### src/rtl/uart_pkg.sv
// uart_pkg: shared UART receive states and default constants
package uart_pkg;

    localparam int   UART_OVERSAMPLE = 16;
    localparam int   UART_DATA_BITS  = 8;
    localparam logic UART_IDLE       = 1'b1;

    typedef enum logic [2:0] {
        ST_IDLE,
        ST_START,
        ST_DATA,
        ST_PARITY,
        ST_STOP
    } uart_rx_state_t;

endpackage

### src/rtl/uart_rx_sync.sv
// uart_rx_sync: 2-flop synchroniser for an asynchronous input with configurable reset level
module uart_rx_sync #(
    parameter logic RST_VAL = 1'b1
) (
    input  logic clk,
    input  logic rst,
    input  logic d_i,
    output logic q_o
);

    logic [1:0] ff_q;

    // shift the async input through two flops before anyone looks at it
    always_ff @(posedge clk or posedge rst)
        if (rst) ff_q <= {2{RST_VAL}};
        else     ff_q <= {ff_q[0], d_i};

    assign q_o = ff_q[1];

endmodule

### src/rtl/uart_rx_ctrl.sv
// uart_rx_ctrl: start-aligned UART frame receiver; optional even parity via UART_RX_PARITY_EN
module uart_rx_ctrl
    import uart_pkg::*;
#(
    parameter int OVERSAMPLE = UART_OVERSAMPLE,
    parameter int DATA_BITS  = UART_DATA_BITS
) (
    input  logic                 clk,
    input  logic                 rst,
    input  logic                 tick,
    input  logic                 rx_in,
    output logic [DATA_BITS-1:0] data_out,
    output logic                 data_valid,
    output logic                 frame_err,
    output logic                 busy
);

    localparam int TW = $clog2(OVERSAMPLE);
    localparam int BW = $clog2(DATA_BITS + 1);
    localparam logic [TW-1:0] T_HALF = TW'(OVERSAMPLE / 2 - 1);
    localparam logic [TW-1:0] T_FULL = TW'(OVERSAMPLE - 1);
    localparam logic [BW-1:0] B_LAST = BW'(DATA_BITS - 1);

    uart_rx_state_t       state_q, state_d;
    logic [TW-1:0]        tcnt_q, tcnt_d;
    logic [BW-1:0]        bcnt_q, bcnt_d;
    logic [DATA_BITS-1:0] sh_q, sh_d;
    logic [DATA_BITS-1:0] data_q, data_d;
    logic                 valid_q, valid_d;
    logic                 ferr_q, ferr_d;
    logic                 prev_q;
    logic                 rx_s;
    logic                 par_err;

    uart_rx_sync #(.RST_VAL(UART_IDLE)) u_sync (
        .clk (clk),
        .rst (rst),
        .d_i (rx_in),
        .q_o (rx_s)
    );

`ifdef UART_RX_PARITY_EN
    logic par_q, par_d;
    assign par_err = ^{sh_q, par_q};
`else
    assign par_err = 1'b0;
`endif

    // frame sequencing: counters clear on every state entry, a tick in the entry cycle counts as the first
    always_comb begin
        state_d = state_q;
        tcnt_d  = tick ? tcnt_q + 1'b1 : tcnt_q;
        bcnt_d  = bcnt_q;
        sh_d    = sh_q;
        data_d  = data_q;
        valid_d = 1'b0;
        ferr_d  = 1'b0;
`ifdef UART_RX_PARITY_EN
        par_d   = par_q;
`endif
        case (state_q)
            ST_IDLE:
                if (!rx_s && prev_q) begin
                    state_d = ST_START;
                    tcnt_d  = '0;
                    bcnt_d  = '0;
                end
            ST_START:
                if (tick && tcnt_q == T_HALF) begin
                    state_d = rx_s ? ST_IDLE : ST_DATA;
                    tcnt_d  = '0;
                    bcnt_d  = '0;
                end
            ST_DATA:
                if (tick && tcnt_q == T_FULL) begin
                    tcnt_d = '0;
                    sh_d   = {rx_s, sh_q[DATA_BITS-1:1]};
                    bcnt_d = bcnt_q + 1'b1;
                    if (bcnt_q == B_LAST) begin
`ifdef UART_RX_PARITY_EN
                        state_d = ST_PARITY;
`else
                        state_d = ST_STOP;
`endif
                        bcnt_d  = '0;
                    end
                end
`ifdef UART_RX_PARITY_EN
            ST_PARITY:
                if (tick && tcnt_q == T_FULL) begin
                    par_d   = rx_s;
                    state_d = ST_STOP;
                    tcnt_d  = '0;
                end
`endif
            ST_STOP:
                if (tick && tcnt_q == T_FULL) begin
                    state_d = ST_IDLE;
                    tcnt_d  = '0;
                    if (rx_s && !par_err) begin
                        data_d  = sh_q;
                        valid_d = 1'b1;
                    end else begin
                        ferr_d  = 1'b1;
                    end
                end
            default: state_d = ST_IDLE;
        endcase
    end

    // state and datapath registers; prev_q makes IDLE wait for a high-to-low edge
    always_ff @(posedge clk or posedge rst)
        if (rst) begin
            state_q <= ST_IDLE;
            tcnt_q  <= '0;
            bcnt_q  <= '0;
            sh_q    <= '0;
            data_q  <= '0;
            valid_q <= 1'b0;
            ferr_q  <= 1'b0;
            prev_q  <= UART_IDLE;
`ifdef UART_RX_PARITY_EN
            par_q   <= 1'b0;
`endif
        end else begin
            state_q <= state_d;
            tcnt_q  <= tcnt_d;
            bcnt_q  <= bcnt_d;
            sh_q    <= sh_d;
            data_q  <= data_d;
            valid_q <= valid_d;
            ferr_q  <= ferr_d;
            prev_q  <= rx_s;
`ifdef UART_RX_PARITY_EN
            par_q   <= par_d;
`endif
        end

    assign data_out   = data_q;
    assign data_valid = valid_q;
    assign frame_err  = ferr_q;
    assign busy       = state_q != ST_IDLE;

endmodule

### config.mk
export PLATFORM = sky130hd
export DESIGN_NAME = uart_rx_ctrl
export DESIGN_NICKNAME = d
export VERILOG_FILES = /design/src/rtl/uart_pkg.sv /design/src/rtl/uart_rx_sync.sv /design/src/rtl/uart_rx_ctrl.sv
export SDC_FILE = /design/constraint.sdc
export NUM_CORES = 1
export LEC_CHECK = 0
export CORE_MARGIN = 4
export CORE_UTILIZATION = 49
export CTS_CLUSTER_SIZE = 28
export DETAILED_ROUTE_END_ITERATION = 12
export PLACE_DENSITY = 0.77
export SKIP_LAST_GASP = 1
export SLEW_MARGIN = 20
export SYNTH_ARGS = -nofsm -noshare
export SYNTH_HDL_FRONTEND = slang
export SYNTH_SLANG_ARGS = --single-unit
### constraint.sdc
create_clock -name clk -period 1.7 [get_ports clk]
set_clock_uncertainty 0.05 [all_clocks]
set_input_delay 0.34 -clock clk [delete_from_list [all_inputs] [get_ports clk]]
set_output_delay 0.34 -clock clk [all_outputs]
set_load 0.01 [all_outputs]
# == Word-level counts from Yosys, hierarchy flattened ==
# Cells that the tools add are included.
# totals
regBits,32
latchBits,0
mem_bits_rw,0
mem_bits_ro,0
inputBits,4
out_inout_bits,11
memories,0
# op_classes
add_sub_neg,2
mul,0
div,0
magnitude_cmp,0
eq_ne,11
shift,0
mux,23
bitwise,0
n_reduce_logical,12
# ops
cell,n
2-to-1 mux 4 bit,8
one-hot mux 4 bit (3 select lines),2
2-to-1 mux 3 bit,5
one-hot mux 3 bit (4 select lines),1
inequality test 2 bit (second input constant),5
adder 4 x 1 -> 4 bit (second input constant),2
equality test 4 x 3 -> 1 bit (second input constant),2
2-to-1 mux 1 bit,6
nonzero test 3 bit,2
AND reduction 5 bit,1
equality test 4 bit (second input constant),1
AND reduction 4 bit,1
equality test 3 x 1 -> 1 bit (second input constant),1
equality test 3 x 2 -> 1 bit (second input constant),1
equality test 3 bit (second input constant),1
logical AND 1 bit,3
zero test 3 bit,1
AND reduction 3 bit,1
2-to-1 mux 2 bit,1
AND reduction 2 bit,1
OR reduction 2 bit,1
zero test 1 bit,1

# == Logic depth before layout (Yosys ltp) ==
# logic_depth
ltp_word,4
mapped_depth,6
mapped_depth_nobuf,5

# == Modules after synthesis ==
# From an unflattened synthesis, not the netlist that was laid out.
# hier_totals
cells_unflattened,130
hier_area_um2,1491.4
# modules_own_cells
module,instances,cells_each,area_per_inst_um2,seq_area_each_um2
uart_rx_ctrl,1,127,1435.1,752.0
uart_rx_sync,1,3,56.3,52.6

# == Worst setup path before layout ==
# Ideal clock, no wire load.
# synth_timing
path_type,flip-flop to flip-flop
start,register tcnt_q[0]
end,register bcnt_q[3]
arrival_ns,1.557
t_required_ns,1.526
setup_slack_ns,-0.031
stages_incl_launch_ff,6
path_buffers,0
synth_period_minus_slack_ns,1.731
path_cell_list,dfrtp_1 > ha_1 > nand4_2 > or4_4 > o211a_4 > a211o_1
# synth_via
elab_chain_cells,4
# synth_rtl
element,line_no,text
"start, declared",uart_rx_ctrl.sv:25,"logic [TW-1:0] tcnt_q, tcnt_d;"
"start signal, assigned",uart_rx_ctrl.sv:127,tcnt_q <= tcnt_d;
equality test 4 bit / equality test 4 x 3 -> 1 bit (equally long branches),"uart_rx_ctrl.sv:75, uart_rx_ctrl.sv:69",
"logical AND 1 bit, on equally long branches","uart_rx_ctrl.sv:75, uart_rx_ctrl.sv:69",
inequality test 2 bit (no source line),n/a,
AND reduction 4 bit (no source line) *,n/a,
"end signal, assigned",uart_rx_ctrl.sv:128,bcnt_q <= bcnt_d;
"end, declared",uart_rx_ctrl.sv:26,"logic [BW-1:0] bcnt_q, bcnt_d;"
# Every way passes the cells marked *; elsewhere a longest branch is shown, timed or not.
# A chain may end at the register's enable or synchronous reset.

# == Final worst setup path ==
# layout_timing
start,register state_q[1]
end,register bcnt_q[3]
# layout_via
elab_chain_cells,3
# layout_rtl
element,line_no,text
"start, declared",uart_rx_ctrl.sv:24,"uart_rx_state_t state_q, state_d;"
"start signal, assigned",uart_rx_ctrl.sv:126,state_q <= state_d;
equality test 3 x 2 -> 1 bit (tied with other cells),uart_rx_ctrl.sv:61,case (state_q)
inequality test 2 bit (no source line) / nonzero test 3 bit (equally long branches),n/a,
AND reduction 4 bit (no source line),n/a,
# Several ways; a longest one is shown, not always the timed one.

==> results.cfg <==
[status]
status = complete, but fails checks
failed_checks = negative setup slack

[timing]
setup_viol = 2
rsz0062_at_grt = yes
layout_min_cycle_time_ps = 1750
slew_violations = 0
max_freq_mhz = 570
fin_tns_setup_ps = -70.1
hold_viol_final = 0
slew_headroom_pct = 78.4
fin_ws_ps = -53.2
tightest_slew_ps = 319
finalCritPeriodShare_pct = 103

[cells_and_area]
area_growth_pct = 31.3
n_antenna_cell = 0
drive_gt1_share_pct = 36.2
fin_area_mm2 = 0.00181
fill_cells = 192
finalNetCount = 168

[cts]
clk_latency_ps = 340
cts_buffer_depth = 2
cts_buffers = 5
cts_tree = yes
cts_hold_buf = 0
clk_pin_slew_ps = 100
clock-root-buffer = clkbuf_4
htreeDepth = 2
cts.sinks = 32

[logic_synthesis]
syn-num-nets = 128
ys_warn_count = 0
synth_area_mm2 = 0.00138
synth_largest_area_cell = dfrtp_1
synth-seq-area-share_pct = 58.2
synth_xor_area_share_pct = 1.27
synth_compound_area_share_pct = 6.43
synth_area_leaders = dfrtp_1 53%, nand2_1 7.9%, mux2_2 6.5%, dfstp_2 5.7%, mux2i_1 2.2%
syn_avg_cell_area_um2 = 11.3
synth_seq_cells = 32
synth_simple_gate_area_share_pct = 20.9
synth_top_area_share_pct = 52.5
synth_cells = 122
synth_top_family_by_area = simple AND/OR/NAND/NOR gates
synth_cell_types = 35
synth_adder_area_share_pct = 1.81
yosys-mux-area-fraction_pct = 8.70

[global_routing]
grt_antenna_before_repair = 0
gr-usage-all-layers_pct = 18.9
grt_overflow_total = 0
grt_pass1_wl_um = 5010
grt_max_degree = 14
grt_pass1_vias = 1099

[power_and_ir_drop]
pwr-share-seq_pct = 48.3
power_per_cell_area_mw_per_mm2 = 1030
vdd_drop_max_v = 0.000910
p_leak_nw = 0.928
netSwitchingFraction_pct = 28.0
combPwrFrac_pct = 20.8
power.internal_mw = 1.35
p_clk_share_pct = 30.9
p_switching_uw = 526

[routing]
wl_per_cell_um = 15.3
drtPass1Iterations = 5
vias_per_cell = 5.39
postRouteAntennaNets = 0
drt-total-wl_um = 2960
num_vias = 1040
drt_iter0_drc = 52
drc = 0

[placement]
placed_area_mm2 = 0.00167
port_buffers = 14
gp_congestion = 0.750
dp_hpwl_um = 2060

[critical_path]
startpoint_type = register
worst_setup_path_end_kind = register
cp_slowest_cell = or4_4
cp.required_ps = 1890
worstPathCellList = buf_4, or4_4, o211a_4, a211o_1
max_stage_delay_ps = 550
crit_cells = 4
crit_type = register to register
critPathTopFamily = simple AND/OR/NAND/NOR gates
crit_arrival_ps = 1940
rr_worst_depth = 4
cp.buffers_inverters = 1
crit_fanout = 7

[run]
cap_violations = 0

[floorplan]
die_h_um = 61.1
core_mm2 = 0.00259
dieWidth_um = 61.1
io_pins = 15
num_rows = 18
dieArea_mm2 = 0.00373
start_util_pct = 53.3

[worst_hold_path]
hold_class = input pin to asynchronous set/reset pin
per-stage QoR:
stage / std cells / setup WS, ps / utilization (%) / total power [mW] / hold WS, ps
after CTS: 192 / -37.4 / 68.7 / 1.88 / 190
after global routing: 193 / -87.9 / 70.0 / 1.98 / 193
final: 193 / -53.2 / 70.0 / 1.88 / 188
after floorplan: 122 / -14.5 / - / 1.10 / 294
after global placement: 180 / -350 / 64.4 / 1.23 / 299
after detailed placement: 180 / -375 / 64.4 / 1.27 / 300
worst register-to-register path, stage by stage, from the launching register on:
cell and delay, ps:
dfrtp_2 430, buf_4 160, or4_4 560, o211a_4 180, a211o_1 290
repair_timing:
item,4_1_cts,5_1_grt
setup buffers,4,1
endpoints found under the setup margin,6,10
gates resized for setup,5,7
pin swaps,1,1
power groups by stage:
stage	Combinational, mW	Sequential (mW)	Clock (mW)
6_report	0.391	0.906	0.580
4_1_cts	0.380	0.904	0.595
3_5_place_dp	0.342	0.928	0
2_1_floorplan	0.190	0.912	0
3_3_place_gp	0.315	0.919	0
5_1_grt	0.439	0.918	0.628
state kept, by name, summed over array words and instances (netlist names):
signal and flops:
prev_q 1, sh_q 8, data_out 8, bcnt_q 4
data_valid 1, tcnt_q 4, state_q 3, frame_err 1
u_sync.ff_q 2
cell families after synthesis:
family          count (synthesis)
simple gates                   57
flops                          32
compound gates                 11
mux                            11
buf+inv                         7
xor+xnor                        2
fa+ha+maj                       2
area by class of cell:
| class | count | area (um2) | area share, % |
|---|---|---|---|
| well taps | 30 | 37.5 | 2.07 |
| flip-flops and latches | 32 | 808 | 44.6 |
| clock buffers | 5 | 37.5 | 2.07 |
| inverters | 4 | 15.0 | 0.828 |
| multi-input cells | 83 | 566 | 31.2 |
| repair buffers | 36 | 307 | 16.9 |
| clock inverters | 3 | 42.5 | 2.35 |
synthesized netlist by cell type, drive strengths merged:
cell    number
dfrtp       29
nor3b        1
nor2         9
o21ai        1
o311ai       1
or4          1
inv          4
a21oi        3
xor2         1
and3         2
ha           2
nor4b        1
dfstp        3
a21o         1
nand2       29
o211a        1
and4         1
o22ai        1
a211o        1
buf          3
nor4         1
a311oi       1
nand4        4
or3b         1
or3          1
o21ba        1
mux2i        3
mux2         8
nor2b        1
nor3         2
xnor2        1
nand3        3
metal layers:
layer  routed length [um]  track usage [%]  vias up
met1                 1250             24.0      503
met5                    0                0        -
met3                  159             6.92        8
li1                     -                -      501
met2                 1490             30.1       28
met4                   57             6.50        0
placed cells by master (no fill, tap or decap), types with 2 or more instances in the layout:
cell	n
nor2_1	8
clkdlybuf4s50_1	12
a21oi_1	3
dfrtp_2	3
nand3_1	3
clkbuf_4	5
inv_1	4
mux2_2	8
dfstp_2	3
dfrtp_1	26
nand4_2	2
and3_1	2
nand2_1	28
buf_4	22
mux2i_1	3
nand4_1	2
worst paths after layout:
kind                            slack [ps]              to      startpoint
max in group asynchronous              920      state_q[1]             rst
worst max register to register         -50       bcnt_q[3]      state_q[1]
min in group clk                       310  u_sync.ff_q[1]  u_sync.ff_q[0]
worst max-delay path                   -50       bcnt_q[3]      state_q[1]
worst min register to register         310  u_sync.ff_q[1]  u_sync.ff_q[0]
worst min-delay path                   190       bcnt_q[3]             rst
No activity file was read; power rests on OpenSTA's default activity.
